==> src/rtl/sa_fifo_ctrl_pkg.sv <==
// Shared sizes and types for the 16x14 RAM-backed FIFO controller.
package sa_fifo_ctrl_pkg;

  localparam int DEPTH      = 16;
  localparam int AW         = 4;
  localparam int WIDTH      = 14;
  localparam int SKID_DEPTH = 3;

  typedef logic [WIDTH-1:0] sa_pd_t;
  typedef logic [AW-1:0]    sa_addr_t;
  typedef logic [4:0]       sa_cnt_t;

  function automatic logic [1:0] skid_ptr_inc(input logic [1:0] p);
    return (p == 2'(SKID_DEPTH - 1)) ? 2'd0 : p + 2'd1;
  endfunction

endpackage

==> src/rtl/sa_fifo_skid.sv <==
// Small flop FIFO that holds RAM read data until the consumer takes it.
module sa_fifo_skid
  import sa_fifo_ctrl_pkg::*;
(
  input  logic       clk_i,
  input  logic       rst_ni,
  input  logic       push_i,
  input  sa_pd_t     push_data_i,
  input  logic       pop_i,
  output sa_pd_t     head_o,
  output logic [1:0] count_o
);

  sa_pd_t     mem_q [SKID_DEPTH];
  logic [1:0] rd_ptr_q, wr_ptr_q, cnt_q;

  always_ff @(posedge clk_i or negedge rst_ni) begin
    if (!rst_ni) begin
      mem_q    <= '{default: '0};
      rd_ptr_q <= '0;
      wr_ptr_q <= '0;
      cnt_q    <= '0;
    end else begin
      if (push_i) begin
        mem_q[wr_ptr_q] <= push_data_i;
        wr_ptr_q        <= skid_ptr_inc(wr_ptr_q);
      end
      if (pop_i) rd_ptr_q <= skid_ptr_inc(rd_ptr_q);
      cnt_q <= cnt_q + {1'b0, push_i} - {1'b0, pop_i};
    end
  end

  assign head_o  = mem_q[rd_ptr_q];
  assign count_o = cnt_q;

endmodule

==> src/rtl/sa_fifo_ctrl_16x14.sv <==
// Valid/ready FIFO front-end for a 16x14 two-port RAM with a two-cycle read.
// Optional sticky protocol-error detection: define SA_FIFO_CTRL_ERR_EN.
module sa_fifo_ctrl_16x14
  import sa_fifo_ctrl_pkg::*;
(
  input  logic     nvdla_core_clk,
  input  logic     nvdla_core_rstn,
  input  logic     wr_pvld,
  output logic     wr_prdy,
  input  sa_pd_t   wr_pd,
  output logic     rd_pvld,
  input  logic     rd_prdy,
  output sa_pd_t   rd_pd,
  output sa_addr_t ram_wa,
  output logic     ram_we,
  output sa_pd_t   ram_di,
  output sa_addr_t ram_ra,
  output logic     ram_re,
  output logic     ram_ore,
  input  sa_pd_t   ram_dout,
  output sa_cnt_t  fifo_count,
  output logic     fifo_err
);

  sa_addr_t   wr_ptr_q, rd_ptr_q;
  sa_cnt_t    ram_cnt_q, ram_cnt_d, count_q, count_d;
  logic       wr_prdy_q, p1_q, p2_q;
  logic [1:0] skid_cnt, skid_cnt_d;
  logic [2:0] outstanding;
  logic       accept, issue, pop;

  assign accept = wr_pvld & wr_prdy_q;
  assign pop    = rd_pvld & rd_prdy;

  // Reads in flight plus skid occupancy, net of this cycle's pop, bound the skid.
  assign outstanding = {2'b0, p1_q} + {2'b0, p2_q} + {1'b0, skid_cnt} - {2'b0, pop};
  assign issue       = (ram_cnt_q != '0) && (outstanding < 3'(SKID_DEPTH));

  assign ram_cnt_d  = ram_cnt_q + {4'b0, accept} - {4'b0, issue};
  assign skid_cnt_d = skid_cnt + {1'b0, p2_q} - {1'b0, pop};
  assign count_d    = ram_cnt_d + {4'b0, issue} + {4'b0, p1_q} + {3'b0, skid_cnt_d};

  always_ff @(posedge nvdla_core_clk or negedge nvdla_core_rstn) begin
    if (!nvdla_core_rstn) begin
      wr_ptr_q  <= '0;
      rd_ptr_q  <= '0;
      ram_cnt_q <= '0;
      count_q   <= '0;
      wr_prdy_q <= 1'b0;
      p1_q      <= 1'b0;
      p2_q      <= 1'b0;
    end else begin
      if (accept) wr_ptr_q <= wr_ptr_q + 1'b1;
      if (issue)  rd_ptr_q <= rd_ptr_q + 1'b1;
      ram_cnt_q <= ram_cnt_d;
      count_q   <= count_d;
      wr_prdy_q <= (ram_cnt_d < 5'(DEPTH));
      p1_q      <= issue;
      p2_q      <= p1_q;
    end
  end

  sa_fifo_skid u_skid (
    .clk_i       (nvdla_core_clk),
    .rst_ni      (nvdla_core_rstn),
    .push_i      (p2_q),
    .push_data_i (ram_dout),
    .pop_i       (pop),
    .head_o      (rd_pd),
    .count_o     (skid_cnt)
  );

  assign wr_prdy    = wr_prdy_q;
  assign rd_pvld    = (skid_cnt != '0);
  assign ram_we     = accept;
  assign ram_wa     = wr_ptr_q;
  assign ram_di     = accept ? wr_pd : '0;
  assign ram_re     = issue;
  assign ram_ra     = rd_ptr_q;
  assign ram_ore    = p1_q;
  assign fifo_count = count_q;

`ifdef SA_FIFO_CTRL_ERR_EN
  logic blocked_q, err_q;

  always_ff @(posedge nvdla_core_clk or negedge nvdla_core_rstn) begin
    if (!nvdla_core_rstn) begin
      blocked_q <= 1'b0;
      err_q     <= 1'b0;
    end else begin
      blocked_q <= wr_pvld & ~wr_prdy_q;
      if (blocked_q & ~wr_pvld) err_q <= 1'b1;
    end
  end

  assign fifo_err = err_q;
`else
  assign fifo_err = 1'b0;
`endif

endmodule

==> config.mk <==
export PLATFORM = sky130hd
export DESIGN_NAME = sa_fifo_ctrl_16x14
export DESIGN_NICKNAME = d
export VERILOG_FILES = /design/src/rtl/sa_fifo_ctrl_pkg.sv /design/src/rtl/sa_fifo_skid.sv /design/src/rtl/sa_fifo_ctrl_16x14.sv
export SDC_FILE = /design/constraint.sdc
export NUM_CORES = 1
export LEC_CHECK = 0
export BUFFER_PORTS_ARGS = -buffer_cell sky130_fd_sc_hd__buf_2
export CORE_MARGIN = 1
export CORE_UTILIZATION = 35
export CTS_CLUSTER_DIAMETER = 80
export CTS_CLUSTER_SIZE = 28
export DETAILED_ROUTE_END_ITERATION = 12
export SYNTH_ARGS = -nofsm -noshare
export SYNTH_HDL_FRONTEND = slang
export SYNTH_SLANG_ARGS = --single-unit
==> constraint.sdc <==
create_clock -name nvdla_core_clk -period 6.7 [get_ports nvdla_core_clk]
set_input_delay 1.005 -clock nvdla_core_clk [delete_from_list [all_inputs] [get_ports nvdla_core_clk]]
set_output_delay 1.005 -clock nvdla_core_clk [all_outputs]
set_load 0.01 [all_outputs]
==> results of run 1 <==
-- power by group --
| group | internal, W | switching [W] | total [W] |
|---|---|---|---|
| combinational | 0.000769 | 0.000746 | 0.00151 |
| sequential | 0.000667 | 0.000167 | 0.000834 |
| clock | 0.000211 | 0.000164 | 0.000375 |
-- registers in the layout, indices dropped and copies added (netlist names), 2 cells and up --
register	flops
ram_ra	4
fifo_count	5
u_skid.mem_q	42
u_skid.rd_ptr_q	2
ram_wa	4
u_skid.wr_ptr_q	2
u_skid.count_o	2
ram_cnt_q	5
-- metrics by stage --
step | instances | instance area, um^2 | setup slack [ps] | utilization | power (W)
finish | 482 | 4100 | 1580 | 0.442 | 0.00272
global route | 482 | 4100 | 1250 | 0.442 | 0.00301
CTS | 482 | 4100 | 1530 | 0.442 | 0.00278
detailed placement | 466 | 3880 | 1200 | 0.418 | 0.00237
global placement | 466 | 3880 | 1310 | 0.418 | 0.00235
floorplan | 269 | 3370 | 1530 | - | 0.00195
-- metal layers --
layer | GRT usage | wire length (um) | up-vias
met5 | 0 | 0 | -
met4 | 0.0412 | 71 | 0
met3 | 0.0439 | 227 | 5
met2 | 0.253 | 3420 | 42
met1 | 0.176 | 2950 | 1066
li1 | - | - | 1067
-- worst max-delay path, cell delays in order --
cell     delay (ps)
buf_2           100
nand2_1         110
inv_1            90
ha_1            280
fa_1            350
inv_1            70
fa_1            400
nor2b_1         150
nor3_2          430
ha_1            330
inv_1            50
ha_1            170
fa_1            450
ha_1            320
inv_1            60
fa_1            450
nor2b_1         160
o21ai_0          90
mux2i_1         160
xnor2_1         150
-- placed cells by master, fill, tap and decap left out, types with 2 or more instances in the layout --
cell type	synthesis	final
a21o_1	4	4
a21oi_1	3	3
and3_1	14	14
buf_2	5	77
buf_4	1	3
bufinv_16	0	2
clkbuf_8	0	9
clkinvlp_4	0	2
dfrtp_1	69	69
fa_1	5	5
ha_1	15	15
inv_1	19	19
mux2_2	34	34
mux2_4	10	10
mux2i_1	15	15
nand2_1	19	19
nand4_1	2	2
nor2b_1	3	3
nor3_2	2	2
o21ai_0	17	17
o21bai_1	2	2
xnor2_1	12	12
xor2_1	4	4
-- worst paths after layout --
check	start	to	cells past startpoint
max in group asynchronous	nvdla_core_rstn	ram_wa[0]	2
worst min-delay path	ram_wa[3]	ram_wa[3]	1
min in group asynchronous	nvdla_core_rstn	u_skid.mem_q[6]	2
worst min register to register	ram_wa[3]	ram_wa[3]	1
worst max register to register	u_skid.count_o[1]	fifo_count[4]	20
worst max-delay path	rd_prdy	fifo_count[4]	20
-- Yosys cell counts (all sizes together) --
library cell  count  area, um^2
mux2i            15         150
xor2              4        35.0
clkbuf            5        18.8
nand2            19        71.3
nor4b             1        8.76
buf               7        43.8
dfrtp            69        1730
nand4             2        12.5
o21ai            17        85.1
conb              1        3.75
nor2b             3        18.8
xnor2            12         105
nor3              3        25.0
fa                5         100
mux2             44         533
inv              20        75.1
o21bai            2        15.0
or2               1        6.26
nand3             1        5.00
a21o              4        30.0
and2              1        6.26
and3             14        87.6
or3               1        6.26
a21oi             3        15.0
ha               15         188
-- kinds of logic after synthesis --
group	after synthesis
XOR/XNOR	16
AND/OR/NAND/NOR	46
AO/OA/AOI/OAI	26
other	1
buffers and inverters	32
flip-flops	69
adder cells (fa/ha/maj)	20
multiplexers	59
-- cell type report --
type,instances,area [um^2],area share
sequential,69,1730,0.421
multi-input combinational,168,1510,0.368
timing repair buffer,80,408,0.0995
tap,129,161,0.0394
clock buffer,9,124,0.0302
clock inverter,7,97.6,0.0238
inverter,20,75.1,0.0183
==> impl_metrics.yaml, run 1 <==
outcome:
  outcome: "completed"
sta:
  period_needed_ps: 5120
  setup_violations: 0
  finalHoldViolCount: 0
  drv_slew: 0
  tns_ps: 0
  worstMarginPinSlew_ps: 987
  fin_worst_skew_ps: 13.1
  finalCritPeriodShare: 0.764
  fmax_ghz: 0.195
  fin_hold_ws_ps: 474
  grt_setup_unrepaired: "no"
  slew_headroom: 0.342
logic_synthesis:
  ys_seq_elements: 69
  syn_area_mm2: 0.00337
  synth_xor_area_frac: 0.0416
  synth_top_family_by_area: "multiplexers"
  seq_area_frac_synth: 0.512
  yosysUniqueCellTypes: 30
  synthMuxAreaShare: 0.203
  synth-compound-area-share: 0.0430
  ys_warn_count: 0
  syn_nets: 321
  synthSimpleGateAreaFrac: 0.0735
  synthAdderAreaFrac: 0.0853
  avgSynthCellArea_um2: 12.5
  syn_inst: 269
place:
  place.gp.congestion: 0.703
  port_buffers: 77
  dp_hpwl_mm: 4.54
drt:
  drtAntennaViolNets: 0
  wl_mm: 6.67
  wl_per_cell_um: 13.8
  detail_route.vias_per_cell: 4.52
  drtIter0Drc: 56
  route.detailed.drc: 0
  num_vias: 2180
  first_pass_iters: 4
floorplanning:
  core_mm2: 0.00928
  die_w_um: 100
  die_y_um: 100
  std_cell_rows: 35
  ios: 79
  dieArea_mm2: 0.0100
  start_util: 0.363
worst_hold_path:
  worstHoldPathType: "flip-flop to flip-flop"
run:
  drv_cap: 0
setup_path:
  critical_path_class: "input port to flip-flop"
  startpoint_type: "input port"
  r2r_slack_ps: 1600
  cp_data_arrival_time_ps: 5370
  path_max_fanout: 8
  critPathCaptureType: "flip-flop"
  required_ps: 6960
global_route:
  grt_first_pass_wirelength_mm: 11.1
  grt_max_degree: 70
  grt_overflow: 0
  grt_use_total: 0.146
  antenna_found_initial: 0
  grt_pass1_vias: 2259
clock_network:
  cts_sinks: 69
  cts_tree: "done"
  cts_max_level: 3
  clock_latency_ps: 340
  cts_buffer_depth: 2
  cts.repair.resized: 0
  clock-root-buffer: "clkbuf_8"
  hold_buffers: 0
  cts_setup_buffers: 0
  path_clk_slew_ps: 80
  numCtsBuffers: 9
finish:
  syn_to_final_growth_pct: 21.6
  fillers: 914
  final_nets: 400
  layout-drive-gt1-share: 0.408
  diodes: 0
pwr:
  p_leak_nw: 2.04
  ir_drop_v: 0.000583
  cellPowerDensity_mw_per_mm2: 664
(Power assumes the default switching activity.)
==> inputs of run 2 (changes only) <==
Settings changed: ABC_AREA set to 1.
Clock period 6.7 ns to 5.3 ns, I/O delays scaled along.
==> impl_metrics.yaml, run 2 <==
floorplanning:
  start_util: 0.366
  std_cell_rows: 35
  die_y_um: 101
  dieArea_mm2: 0.0102
  die_w_um: 101
  ios: 79
  core_mm2: 0.00937
clock_network:
  cts.repair.resized: 0
  numCtsBuffers: 9
  clock-root-buffer: "clkbuf_8"
  path_clk_slew_ps: 70
  hold_buffers: 0
  cts_sinks: 69
  cts_buffer_depth: 2
  cts_setup_buffers: 0
  cts_max_level: 3
  clock_latency_ps: 350
  cts_tree: "done"
finish:
  diodes: 0
  layout-drive-gt1-share: 0.209
  post-route-util: 0.437
  regMostFlops: "u_skid.mem_q"
  final_common_cell: "nand2_1"
  fillers: 980
  largest_reg_flops: 42
  final_nets: 531
  syn_to_final_growth_pct: 19.5
  layout_common_cells: "nand2_1, buf_2, dfrtp_1, inv_1, nand3_1"
logic_synthesis:
  synth_top_family_by_area: "simple AND/OR/NAND/NOR gates"
  synthTopCellsByArea: "dfrtp_1, nand2_1, inv_1"
  syn_area_mm2: 0.00343
  syn_nets: 456
  synthAdderAreaFrac: 0.0839
  yosysUniqueCellTypes: 24
  syn_inst: 404
  avgSynthCellArea_um2: 8.49
  synthMostInstantiatedCell: "nand2_1"
  ys_warn_count: 0
  synthMuxAreaShare: 0
  seq_area_frac_synth: 0.503
  ys_seq_elements: 69
  synthArstFlopShare: 1.00
  synthSimpleGateAreaFrac: 0.212
  yosysTopAreaCell: "dfrtp_1"
  synth_xor_area_frac: 0.0230
  synth_common_cells: "nand2_1, dfrtp_1, inv_1, nand3_1, o21ai_0"
  synth-compound-area-share: 0.0813
  synth_top_flop_cell: "dfrtp_1"
  synth_edf_count: 0
  synth_top_area_frac: 0.503
setup_path:
  startpoint_type: "flip-flop"
  timing.rr.end: "fifo_count[4]"
  r2r_slack_ps: 480
  max_stage_delay_ps: 450
  worstRegToRegCells: 24
  worstPathCellList: "inv_1, nand2_1, nand2_1, inv_1, ha_1, fa_1, inv_1, fa_1, nand2_1, nand2_1, nor2_1, nand2_1, inv_1, ha_1, inv_1, ha_1, fa_1, ha_1, inv_1, fa_1, o21ai_0, nand3_1, nand2_1, nand2_1"
  path_max_fanout: 7
  cp_data_arrival_time_ps: 5050
  critical_path_class: "flip-flop to flip-flop"
  cp_common_cell: "nand2_1"
  required_ps: 5530
  reg2reg_from: "u_skid.count_o[1]"
  critPathCaptureType: "flip-flop"
  cp_slowest_cell: "fa_1"
  cpLargestDelayFamily: "adder cells"
  worst-path-buf-inv: 6
sta:
  finalHoldViolCount: 0
  drv_slew: 0
  finalCritPeriodShare: 0.909
  worstMarginPinSlew_ps: 1150
  tns_ps: 0
  grt_setup_unrepaired: "no"
  slew_headroom: 0.232
  fin_ws_ps: 482
  setup_violations: 0
  fmax_ghz: 0.208
  period_needed_ps: 4820
  fin_worst_skew_ps: 9.73
worst_hold_path:
  whs_path_depth: 1
  worstHoldPathType: "flip-flop to flip-flop"
  min_to: "ram_wa[3]"
  hp-start: "ram_wa[3]"
place:
  place.gp.congestion: 0.787
  pre_cts_slack_ps: 145
  dp_hpwl_mm: 5.04
  port_buffers: 77
drt:
  drtIter0Drc: 115
  wl_mm: 7.42
  num_vias: 2793
  wl_per_cell_um: 12.1
  first_pass_iters: 4
  route.detailed.drc: 0
  detail_route.vias_per_cell: 4.56
  drtAntennaViolNets: 0
outcome:
  outcome: "completed"
global_route:
  grt_use_total: 0.162
  grt_first_pass_wirelength_mm: 12.7
  grt_max_degree: 70
  antenna_found_initial: 0
  grt_overflow: 0
  grt_pass1_vias: 2714
pwr:
  p_leak_nw: 2.27
  cellPowerDensity_mw_per_mm2: 812
  ir_drop_v: 0.000770
run:
  drv_cap: 0
run 2: cell count changes after synthesis, moves of 18 or more:
cell     previous run  this run
mux2_2             34         0
nand2_1            19       109
nand3_1             1        44
nor2_1              0        18
inv_1              19        62
o21ai_0            17        39
run 2: final cells by class:
class / count / area, um^2 / share of cell area
Tap cell: 129 / 161 / 0.0394
Inverter: 63 / 236 / 0.0577
Sequential cell: 69 / 1730 / 0.421
Clock buffer: 9 / 124 / 0.0302
Multi-Input combinational cell: 257 / 1380 / 0.336
Timing Repair Buffer: 79 / 400 / 0.0977
Clock inverter: 7 / 73.8 / 0.0180
run 2: worst reg2reg max path: stages (launching register included):
cell and delay, ps:
dfrtp_1 410, inv_1 110, nand2_1 80, nand2_1 90, inv_1 90, ha_1 300
fa_1 360, inv_1 70, fa_1 400, nand2_1 80, nand2_1 40, nor2_1 80
nand2_1 150, inv_1 210, ha_1 260, inv_1 60, ha_1 170, fa_1 450
ha_1 320, inv_1 60, fa_1 450, o21ai_0 260, nand3_1 110, nand2_1 60
nand2_1 50
run 2: logic make-up after synthesis:
family                     Yosys count
and+or+nand+nor                    175
buffers and inverters               78
DFF                                 69
AOI/OAI and AO/OA                   52
adders and majority gates           20
xor gates and xnor gates             9
other                                1
run 2: worst max-delay path by stage:
stage / startpoint / to / slack (ps) / cells after the start
floorplan: rd_prdy / fifo_count[4] / 550 / 22
global placement: rd_prdy / fifo_count[4] / 330 / 23
CTS: u_skid.count_o[1] / fifo_count[4] / 430 / 24
finish: u_skid.count_o[1] / fifo_count[4] / 480 / 24
detailed placement: rd_prdy / fifo_count[4] / 150 / 23
global route: u_skid.count_o[1] / fifo_count[4] / 50 / 24
run 2: through the flow:
step | std cells | instance area [um^2] | hold WS, ps | power (W)
3_3_place_gp | 597 | 3900 | 466 | 0.00288
4_1_cts | 613 | 4100 | 471 | 0.00339
3_5_place_dp | 597 | 3900 | 460 | 0.00293
5_1_grt | 613 | 4100 | 491 | 0.00374
6_report | 613 | 4100 | 469 | 0.00333
2_1_floorplan | 404 | 3430 | 453 | 0.00240
run 2: metal layers:
| layer | track usage | part of all wire | vias to the layer above |
|---|---|---|---|
| li1 | - | - | 1408 |
| met1 | 0.189 | 0.44 | 1317 |
| met2 | 0.289 | 0.50 | 60 |
| met3 | 0.0416 | 0.047 | 8 |
| met4 | 0.0513 | 0.0081 | 0 |
| met5 | 0 | 0 | - |
run 2: report_power, final:
part / total (W) / switching, W / internal (W)
sequential: 0.00100 / 0.000171 / 0.000829
combinational: 0.00190 / 0.00113 / 0.000769
clock: 0.000431 / 0.000213 / 0.000219
total: 0.00333 / 0.00151 / 0.00182
